File: src/rtl/spi_ram_pkg.sv
// Shared constants for the SPI-to-RAM command controller: command codes,
// FSM state encodings and payload width.
package spi_ram_pkg;

  localparam int PAYLOAD_W = 8;

  localparam logic [1:0] CMD_WR_ADDR = 2'b00;
  localparam logic [1:0] CMD_WR_DATA = 2'b01;
  localparam logic [1:0] CMD_RD_ADDR = 2'b10;
  localparam logic [1:0] CMD_RD_DATA = 2'b11;

  localparam logic [1:0] ST_IDLE      = 2'd0;
  localparam logic [1:0] ST_WRITE     = 2'd1;
  localparam logic [1:0] ST_READ_REQ  = 2'd2;
  localparam logic [1:0] ST_READ_WAIT = 2'd3;

  typedef enum logic [1:0] {
    IDLE      = ST_IDLE,
    WRITE     = ST_WRITE,
    READ_REQ  = ST_READ_REQ,
    READ_WAIT = ST_READ_WAIT
  } state_t;

endpackage

File: src/rtl/spi_ram_ctrl.sv
// Decodes 10-bit SPI words into RAM address loads, writes and reads; one access
// in flight at a time, read data returned 2 clocks after the command edge.
module spi_ram_ctrl
  import spi_ram_pkg::*;
#(
  parameter int MEM_DEPTH = 256,
  parameter int ADDR_SIZE = 8
) (
  input  logic                 clk,
  input  logic                 rst,
  input  logic                 rx_valid,
  input  logic [9:0]           rx_data,
  output logic [7:0]           tx_data,
  output logic                 tx_valid,
  output logic                 mem_en,
  output logic                 mem_we,
  output logic [ADDR_SIZE-1:0] mem_addr,
  output logic [7:0]           mem_wdata,
  input  logic [7:0]           mem_rdata,
  output logic                 busy,
  output logic                 err
);

  state_t               state;
  logic [ADDR_SIZE-1:0] wr_ptr;
  logic [ADDR_SIZE-1:0] rd_ptr;
  logic                 rd_armed;
  logic [1:0]           cmd;
  logic [PAYLOAD_W-1:0] payload;

  assign cmd     = rx_data[9:8];
  assign payload = rx_data[PAYLOAD_W-1:0];

  // Pointers wrap silently from the last RAM word back to 0.
  function automatic logic [ADDR_SIZE-1:0] ptr_next(input logic [ADDR_SIZE-1:0] p);
    return (p == ADDR_SIZE'(MEM_DEPTH - 1)) ? '0 : p + ADDR_SIZE'(1);
  endfunction

  always_ff @(posedge clk or posedge rst) begin
    if (rst) begin
      state     <= IDLE;
      wr_ptr    <= '0;
      rd_ptr    <= '0;
      rd_armed  <= 1'b0;
      tx_data   <= '0;
      tx_valid  <= 1'b0;
      mem_en    <= 1'b0;
      mem_we    <= 1'b0;
      mem_addr  <= '0;
      mem_wdata <= '0;
      busy      <= 1'b0;
      err       <= 1'b0;
    end else begin
      err      <= 1'b0;
      tx_valid <= 1'b0;
      case (state)
        IDLE: begin
          if (rx_valid) begin
            case (cmd)
              CMD_WR_ADDR: wr_ptr <= ADDR_SIZE'(payload);
              CMD_WR_DATA: begin
                mem_en    <= 1'b1;
                mem_we    <= 1'b1;
                mem_addr  <= wr_ptr;
                mem_wdata <= payload;
                busy      <= 1'b1;
                state     <= WRITE;
              end
              CMD_RD_ADDR: begin
                rd_ptr   <= ADDR_SIZE'(payload);
                rd_armed <= 1'b1;
              end
              default: begin
                if (rd_armed) begin
                  mem_en   <= 1'b1;
                  mem_we   <= 1'b0;
                  mem_addr <= rd_ptr;
                  busy     <= 1'b1;
                  state    <= READ_REQ;
                end else begin
                  err <= 1'b1;
                end
              end
            endcase
          end
        end
        WRITE: begin
          mem_en <= 1'b0;
          mem_we <= 1'b0;
          busy   <= 1'b0;
          wr_ptr <= ptr_next(wr_ptr);
          state  <= IDLE;
        end
        READ_REQ: begin
          mem_en <= 1'b0;
          rd_ptr <= ptr_next(rd_ptr);
          state  <= READ_WAIT;
        end
        READ_WAIT: begin
          tx_data  <= mem_rdata;
          tx_valid <= 1'b1;
          busy     <= 1'b0;
          state    <= IDLE;
        end
        default: state <= IDLE;
      endcase
      // A word arriving mid-access is discarded; the access itself carries on.
      if (rx_valid && state != IDLE) err <= 1'b1;
    end
  end

endmodule

File: config.mk
export PLATFORM = sky130hd
export DESIGN_NAME = spi_ram_ctrl
export DESIGN_NICKNAME = d
export VERILOG_FILES = /design/src/rtl/spi_ram_pkg.sv /design/src/rtl/spi_ram_ctrl.sv
export SDC_FILE = /design/constraint.sdc
export NUM_CORES = 1
export LEC_CHECK = 0
export ABC_AREA = 1
export CELL_PAD_IN_SITES_DETAIL_PLACEMENT = 0
export CELL_PAD_IN_SITES_GLOBAL_PLACEMENT = 2
export CORE_UTILIZATION = 32
export CTS_CLUSTER_DIAMETER = 50
export DETAILED_ROUTE_END_ITERATION = 7
export PLACE_DENSITY_LB_ADDON = 0.15
export SLEW_MARGIN = 40
export SYNTH_ARGS = -nofsm -noshare
export SYNTH_HDL_FRONTEND = slang
export SYNTH_SLANG_ARGS = --single-unit
export TNS_END_PERCENT = 1
File: constraint.sdc
create_clock -name clk -period 3.63 [get_ports clk]
set_clock_uncertainty 0.1 [all_clocks]
set_input_delay 0.9075 -clock clk [delete_from_list [all_inputs] [get_ports clk]]
set_output_delay 0.9075 -clock clk [all_outputs]
set_load 0.02 [all_outputs]
[Yosys cells after proc, flatten, opt, wreduce, memory -nomap -nowiden]
Index checks and enable logic that the tools add are counted.
Word-level totals
  flip-flop bits (word level): 48
  output and inout bits: 29
  word-level logic and storage cells: 78
Cells by class
  add/sub/neg operators: 2
  equal/unequal tests: 12
  multiplexer cells: 29
  bitwise logic cells: 1
  reductions and logical operators: 22
Operators with widths (count)
  8-bit 2-to-1 mux: 7
  8-bit one-hot mux with 2 select lines: 3
  8-bit by 1-bit adder with 8-bit output (second input constant): 2
  8-bit equality test (second input constant): 2
  4-bit AND reduction: 4
  3-bit AND reduction: 5
  2-bit nonzero test: 6
  1-bit 2-to-1 mux: 10
  1-bit one-hot mux with 2 select lines: 5
  2-bit equality test (second input constant): 3
  2-bit one-hot mux with 3 select lines: 1
  2-bit OR reduction: 3
  2-bit by 1-bit equality test with 1-bit output (second input constant): 2
  2-bit zero test: 2
  2-bit 2-to-1 mux: 2
  2-bit by 1-bit inequality test with 1-bit output (second input constant): 2
  2-bit inequality test (second input constant): 2
  2-bit one-hot mux with 2 select lines: 1
  3-bit by 2-bit inequality test with 1-bit output (second input constant): 1
  3-bit OR reduction: 1
  1-bit logical AND: 1
  1-bit NOT: 1

[Depth between registers and ports, before layout]
Gate-level depths: netlist (run 1).
  depth in word-level cells: 6
  mapped depth: 10
  gate-level depth less buffers: 9

[Least setup slack after synthesis (run 1)]
Ideal clock, no wire load.
  path kind: input to register
  start: in rx_data[8]
  end: reg busy
  library setup time: 0.134 ns
  arrival: 1.536 ns
  setup slack: 1.860 ns
  stages: 5
  path buffers: 0
  cells stage by stage: inv_2 > o21ai_0 > nand2_1 > o21ai_0 > o31ai_1
On the way
  word-level cells in the longest chain between the ends: 5
Ends and longest elaborated chain
  start, declared: RTL line spi_ram_ctrl.sv:12  | input logic [9:0] rx_data,
  2-bit equality test or 2-bit zero test (tied branches): RTL line spi_ram_ctrl.sv:59  | case (cmd)
  2-bit OR reduction (no line)
  1-bit one-hot mux with 2 select lines: RTL line spi_ram_ctrl.sv:59
  1-bit 2-to-1 mux: RTL line spi_ram_ctrl.sv:58  | if (rx_valid) begin
  1-bit one-hot mux with 2 select lines: RTL line spi_ram_ctrl.sv:56  | case (state)
  end signal, assigned: RTL line spi_ram_ctrl.sv:51  | busy <= 1'b0;
  end signal, assigned: RTL line spi_ram_ctrl.sv:66  | busy <= 1'b1;
  end signal, assigned: RTL line spi_ram_ctrl.sv:78  | busy <= 1'b1;
  end, declared: RTL line spi_ram_ctrl.sv:20  | output logic busy,
Several ways; a longest one is shown, not always the timed one. The select of a mux whose other input is x is not followed.
A chain may end at the register's enable or synchronous reset.

[Worst setup path in the final report (run 1)]
  start: in rx_data[9]
  end: reg busy
Same word-level chain as after synthesis.

==> flow_summary.json, run 1 <==
{
  "status": "completed",
  "cts_setup_buffers": 0,
  "drc": 0,
  "post_cts_resize_count": 0,
  "cts_tree": "done",
  "antenna_cells": 0,
  "wl_um": 6629,
  "ys_types": 35,
  "power_density_nw_per_um2": 863.2,
  "ys_seq_area_share_pct": 46.18,
  "clk_pin_slew_ps": 90,
  "area_growth_pct": 23.47,
  "power_leakage_uw": 0.001505,
  "grt_antenna_before_repair": 0,
  "hpwlAfterDp_um": 4995,
  "yosys_warnings": 0,
  "cts_htree_levels": 2,
  "nNetsFinal": 402,
  "critPathArrivalTime_ps": 2510,
  "overflow": 0,
  "gp_congestion": 0.8072,
  "drv_cap": 0,
  "crit_required_ps": 3700,
  "vias": 2179,
  "swShare_pct": 45.11,
  "grt_pass1_wl_um": 11130,
  "synth.largest_area_cell": "dfrtp_1",
  "antenna_left": 0,
  "hold_violations": 0,
  "max_freq_mhz": 411.3,
  "worst_pin_slew_ps": 608.6,
  "clk_latency_ps": 300,
  "syn_inst": 326,
  "setup_viol": 0,
  "core_um2": 7807,
  "fin_crit_ps": 2431,
  "crit_top_cell": "nand2_1",
  "cp_slowest_stage_delay_ps": 530,
  "p_clk_share_pct": 10.8,
  "die_y_um": 92.16,
  "ir_drop_mv": 0.3129,
  "syn_area_per_cell_um2": 7.979,
  "syn_area_um2": 2601,
  "routed_via_density": 4.587,
  "die-area_um2": 8493,
  "rsz0062_at_grt": "false",
  "drtIter0Drc": 74,
  "synth_edf_count": 0,
  "ys.flop_type": "dfrtp_1",
  "path_class": "in2reg",
  "async_reset_ff_share_pct": 100.0,
  "pin_count": 50,
  "seqPwrFrac_pct": 36.0,
  "p_sw_uw": 1251,
  "cts-root-buf": "clkbuf_8",
  "fp.dieW_um": 92.16,
  "hp-class": "reg2reg",
  "timing.slew.headroom_pct": 59.36,
  "final_critical_path_setup_slack_ps": 1199,
  "cts_buffers": 5,
  "worst_setup_path_start_kind": "input pin",
  "drive_gt1_share_pct": 7.507,
  "crit_chain": "clkdlybuf4s50_1 -> inv_1 -> nand2_1 -> nand3_1 -> nand2_1 -> o21ai_0 -> o31ai_1",
  "setup_tns_ps": 0,
  "grt_max_degree": 28,
  "drt-pass1-iter-count": 4,
  "clockBufferDepth": 2,
  "grt_pass1_vias": 2184,
  "port-buffer-count": 49,
  "grt_usage_pct": 17.04,
  "cp-end-kind": "flop",
  "post-place-ws_ps": 870.0,
  "crit_buf_inv": 2,
  "slowest_stage": "clkdlybuf4s50_1",
  "crit_fanout": 11,
  "hold_buffers": 0,
  "rows": 32,
  "crit_family": "buffers and inverters",
  "start_util_pct": 33.32,
  "slew_viol_final": 0,
  "synth-seq-cells": 48,
  "synth_nets": 353,
  "finalCritPeriodShare_pct": 66.98,
  "synthTopCellsByArea": "dfrtp_1, nand2_1, nor2_1",
  "intPower_uw": 1522,
  "combPwrFrac_pct": 53.1,
  "synth_top_area_share_pct": 46.18,
  "route.detailed.wl_per_inst_um": 13.96,
  "clock_sinks": 48
}
==> registers in the layout (all words and copies together) (netlist names) <==
name and count:
tx_valid 1, wr_ptr 8, mem_wdata 8, state 2, mem_en 1, tx_data 8
rd_armed 1, mem_addr 8, rd_ptr 8, err 1, busy 1, mem_we 1
==> metrics by stage <==
stage	hold WS [ps]	total power, uW	instance area (um2)	instances	util, %
2_1_floorplan	386.5	1971	2601	326	-
3_3_place_gp	354.5	2483	3143	470	40.26
3_5_place_dp	361.9	2493	3143	470	40.26
4_1_cts	385.8	2802	3212	475	41.14
5_1_grt	413.4	3027	3212	475	41.14
6_report	380.3	2773	3212	475	41.14
==> logic make-up after synthesis <==
logic type	share of synthesized area [%]
AOI/OAI and AO/OA	14.09
xor gates and xnor gates	0.6735
adders and majority gates	2.886
buffers and inverters	8.418
DFF	46.18
and+or+nand+nor	27.75
==> cells in the final DEF, fill, tap and decap left out, types with 2 or more instances in the layout <==
| cell | Yosys | routed |
|---|---|---|
| a21oi_1 | 18 | 18 |
| a21oi_2 | 6 | 6 |
| a31oi_1 | 12 | 12 |
| buf_4 | 1 | 2 |
| clkbuf_8 | 0 | 5 |
| clkdlybuf4s50_1 | 0 | 49 |
| dfrtp_1 | 48 | 48 |
| ha_1 | 6 | 6 |
| inv_1 | 27 | 26 |
| inv_2 | 2 | 3 |
| nand2_1 | 98 | 98 |
| nand3_1 | 8 | 8 |
| nand3_4 | 2 | 2 |
| nand3b_1 | 2 | 2 |
| nor2_1 | 50 | 50 |
| o21ai_0 | 9 | 9 |
| o21ai_1 | 9 | 9 |
| o21bai_1 | 3 | 3 |
| xor2_1 | 2 | 2 |
==> routing by layer <==
| layer | vias to the layer above | GRT usage, % | share of wire, % |
|---|---|---|---|
| li1 | 1136 | - | - |
| met1 | 989 | 23.26 | 49 |
| met2 | 44 | 27.05 | 45 |
| met3 | 10 | 3.566 | 4.0 |
| met4 | 0 | 5.078 | 1.8 |
| met5 | - | 0 | 0 |
==> synth_stat cells, types with 2 or more instances <==
cell	instances
inv_2	2
a31oi_1	12
dfrtp_1	48
o21bai_1	3
nor2_1	50
xor2_1	2
clkbuf_1	2
o21ai_1	9
nand3b_1	2
inv_1	27
a21oi_1	18
nand3_4	2
nand2_1	98
a21oi_2	6
o21ai_0	9
ha_1	6
buf_6	5
nand3_1	8
==> worst register-to-register path: cells and delay by family, from the launching register on <==
kind / cells / cell delay [ps]
AO/OA/AOI/OAI: 1 / 110
flip-flops: 1 / 430
adder cells (fa/ha/maj): 1 / 430
AND/OR/NAND/NOR: 4 / 570
buffers and inverters: 3 / 450
==> power by group through the flow <==
stage | combinational (uW) | clock (uW) | sequential, uW
6_report | 1470 | 301 | 999
5_1_grt | 1650 | 335 | 1040
4_1_cts | 1490 | 312 | 1000
3_5_place_dp | 1480 | 0 | 1010
3_3_place_gp | 1480 | 0 | 1010
2_1_floorplan | 831 | 0 | 1140
==> final cells by class <==
| class | count | area, um2 |
|---|---|---|
| tap | 102 | 127.6 |
| sequential | 48 | 1201 |
| fill | 829 | 4596 |
| clock buffer | 5 | 68.82 |
| multi-input combinational | 237 | 1181 |
| timing repair buffer | 51 | 505.5 |
| inverter | 32 | 127.6 |
==> path summary, 6_finish.rpt <==
kind                       startpoint            to  slack (ps)  cells past startpoint
setup / recovery           rx_data[9]          busy        1200                      7
hold / removal             tx_data[7]    tx_data[7]         380                      2
setup reg to reg             state[0]     rd_ptr[5]        1440                      9
hold reg to reg            tx_data[7]    tx_data[7]         380                      2
max in group asynchronous         rst  mem_wdata[4]        1890                      3
min in group asynchronous         rst  mem_wdata[6]         900                      2
Power figures use the tool's default switching activity.
==> run 2, diff against run 1 <==
--- a/config.mk
+++ b/config.mk
@@ -8,7 +8,7 @@
 export ABC_AREA = 1
 export CELL_PAD_IN_SITES_DETAIL_PLACEMENT = 0
 export CELL_PAD_IN_SITES_GLOBAL_PLACEMENT = 2
-export CORE_UTILIZATION = 32
+export CORE_UTILIZATION = 27
 export CTS_CLUSTER_DIAMETER = 50
 export DETAILED_ROUTE_END_ITERATION = 7
 export PLACE_DENSITY_LB_ADDON = 0.15
==> constraint.sdc (replaced) <==
create_clock -name clk -period 2 [get_ports clk]
set_clock_uncertainty 0.1 [all_clocks]
set_input_delay 0.5 -clock clk [delete_from_list [all_inputs] [get_ports clk]]
set_output_delay 0.5 -clock clk [all_outputs]
set_load 0.02 [all_outputs]
==> flow_summary.json, run 2 (synthesis gave the netlist of run 1 again) <==
{
  "status": "completed",
  "power_leakage_uw": 0.001598,
  "drt-pass1-iter-count": 4,
  "start_util_pct": 28.02,
  "place_area_um2": 3314,
  "worst_pin_slew_ps": 343.8,
  "ir_drop_mv": 0.5352,
  "drv_cap": 0,
  "hold_buffers": 0,
  "reg2reg_slack_ps": 210,
  "die-area_um2": 10030,
  "cp_slowest_stage_delay_ps": 610,
  "port-buffer-count": 49,
  "routed_via_density": 4.333,
  "final_critical_path_setup_slack_ps": 104.6,
  "hp-class": "in2async",
  "post-place-ws_ps": -12.10,
  "clock_sinks": 48,
  "hpwlAfterDp_um": 5402,
  "seqPwrFrac_pct": 34.7,
  "clk_latency_ps": 300,
  "crit_family": "buffers and inverters",
  "grt_pass1_vias": 2229,
  "cp-end-kind": "output pin",
  "stdcell_count": 519,
  "layout_commonest_cell": "nand2_1",
  "power_density_nw_per_um2": 1538,
  "antenna_cells": 0,
  "drc": 0,
  "hold_violations": 0,
  "timing.slew.headroom_pct": 77.08,
  "setup_tns_ps": 0,
  "multi_input_area_um2": 1184,
  "worst_setup_path_start_kind": "flop",
  "nNetsFinal": 417,
  "swShare_pct": 44.16,
  "wl_um": 7094,
  "grt_max_degree": 28,
  "clockBufferDepth": 2,
  "final_cell_mix": "nand2_1, nor2_1, clkdlybuf4s50_1, dfrtp_1, inv_1",
  "critPathArrivalTime_ps": 1300,
  "fillers": 1010,
  "register_area_um2": 1201,
  "overflow": 0,
  "fin_crit_ps": 1895,
  "cts_htree_levels": 2,
  "core_um2": 9284,
  "gp_congestion": 0.8322,
  "max_freq_mhz": 527.6,
  "placedCellCount": 512,
  "setup_viol": 0,
  "cts_tree": "done",
  "p_sw_uw": 2319,
  "drtIter0Drc": 87,
  "grt_pass1_wl_um": 11840,
  "area_growth_pct": 31.22,
  "finish.instance_area_um2": 3413,
  "grt_antenna_before_repair": 0,
  "r2r_cells": 9,
  "path_class": "reg2out",
  "cts-root-buf": "clkbuf_8",
  "intPower_uw": 2932,
  "post_cts_resize_count": 0,
  "finalCritPeriodShare_pct": 94.77,
  "slew_viol_final": 0,
  "fp.dieW_um": 100.2,
  "reg2reg_to": "rd_ptr[5]",
  "crit_buf_inv": 1,
  "combPwrFrac_pct": 53.1,
  "die_y_um": 100.2,
  "slowest_stage": "clkdlybuf4s50_1",
  "rsz0062_at_grt": "false",
  "route.detailed.wl_per_inst_um": 13.67,
  "grt_usage_pct": 15.54,
  "vias": 2249,
  "crit_required_ps": 1400,
  "cts_setup_buffers": 0,
  "crit_fanout": 2,
  "cts_buffers": 5,
  "rows": 35,
  "crit_chain": "clkdlybuf4s50_1",
  "drive_gt1_share_pct": 11.79,
  "pin_count": 50,
  "clk_pin_slew_ps": 90,
  "r2r_start": "state[1]",
  "p_clk_share_pct": 12.2,
  "antenna_left": 0
}
[run 2: changes by cell type in the layout (fill, tap and decap cells not counted), sizes merged]
| cell | change |
|---|---|
| clkbuf | +2 |
| buf | +15 |
[run 2: cell type report]
type                            instances  share of cell area [%]
Sequential cell                        48                   35.19
Multi-Input combinational cell        237                   34.68
Timing Repair Buffer                   66                   18.84
Tap cell                              129                   4.729
Inverter                               32                   3.739
Clock buffer                            7                   2.823
[run 2: worst max-delay path by stage]
stage | startpoint | to | slack [ps] | cells past startpoint
after floorplan | rst | busy | 260 | 1
after global placement | rx_data[8] | rd_ptr[5] | 20 | 8
after detailed placement | rx_valid | rd_ptr[5] | -10 | 8
after CTS | state[1] | rd_ptr[5] | 80 | 9
after global routing | mem_addr[3] | mem_addr[3] | 20 | 1
final | mem_addr[3] | mem_addr[3] | 100 | 1
[run 2: stage by stage]
| stage | utilization, % | hold slack [ps] | total power, uW |
|---|---|---|---|
| floorplan | - | 386.5 | 3578 |
| global placement | 35.70 | 353.6 | 4624 |
| detailed placement | 35.70 | 358.2 | 4646 |
| CTS | 36.74 | 340.9 | 5310 |
| global route | 36.77 | 357.3 | 5763 |
| finish | 36.77 | 341.1 | 5251 |
[run 2: metal layers]
layer	part of all wire, %	track usage [%]	wire length, um
met2	45	23.92	3211
met3	4.4	3.900	310
met1	50	22.02	3524
met4	0.68	3.344	48
met5	0	0	0
[run 2: power groups by stage]
stage | Clock [uW] | Combinational (uW) | Sequential [uW]
floorplan | 0 | 1510 | 2070
global placement | 0 | 2790 | 1840
detailed placement | 0 | 2800 | 1840
CTS | 664 | 2820 | 1830
global route | 725 | 3140 | 1900
finish | 641 | 2790 | 1820
==> run 3, diff against run 2 <==
--- a/config.mk
+++ b/config.mk
@@ -6,6 +6,7 @@
 export NUM_CORES = 1
 export LEC_CHECK = 0
 export ABC_AREA = 1
+export CAP_MARGIN = 20
 export CELL_PAD_IN_SITES_DETAIL_PLACEMENT = 0
 export CELL_PAD_IN_SITES_GLOBAL_PLACEMENT = 2
 export CORE_UTILIZATION = 27
==> results of run 3 <==
Final layout, timing and power as in run 2 (identical DEF).
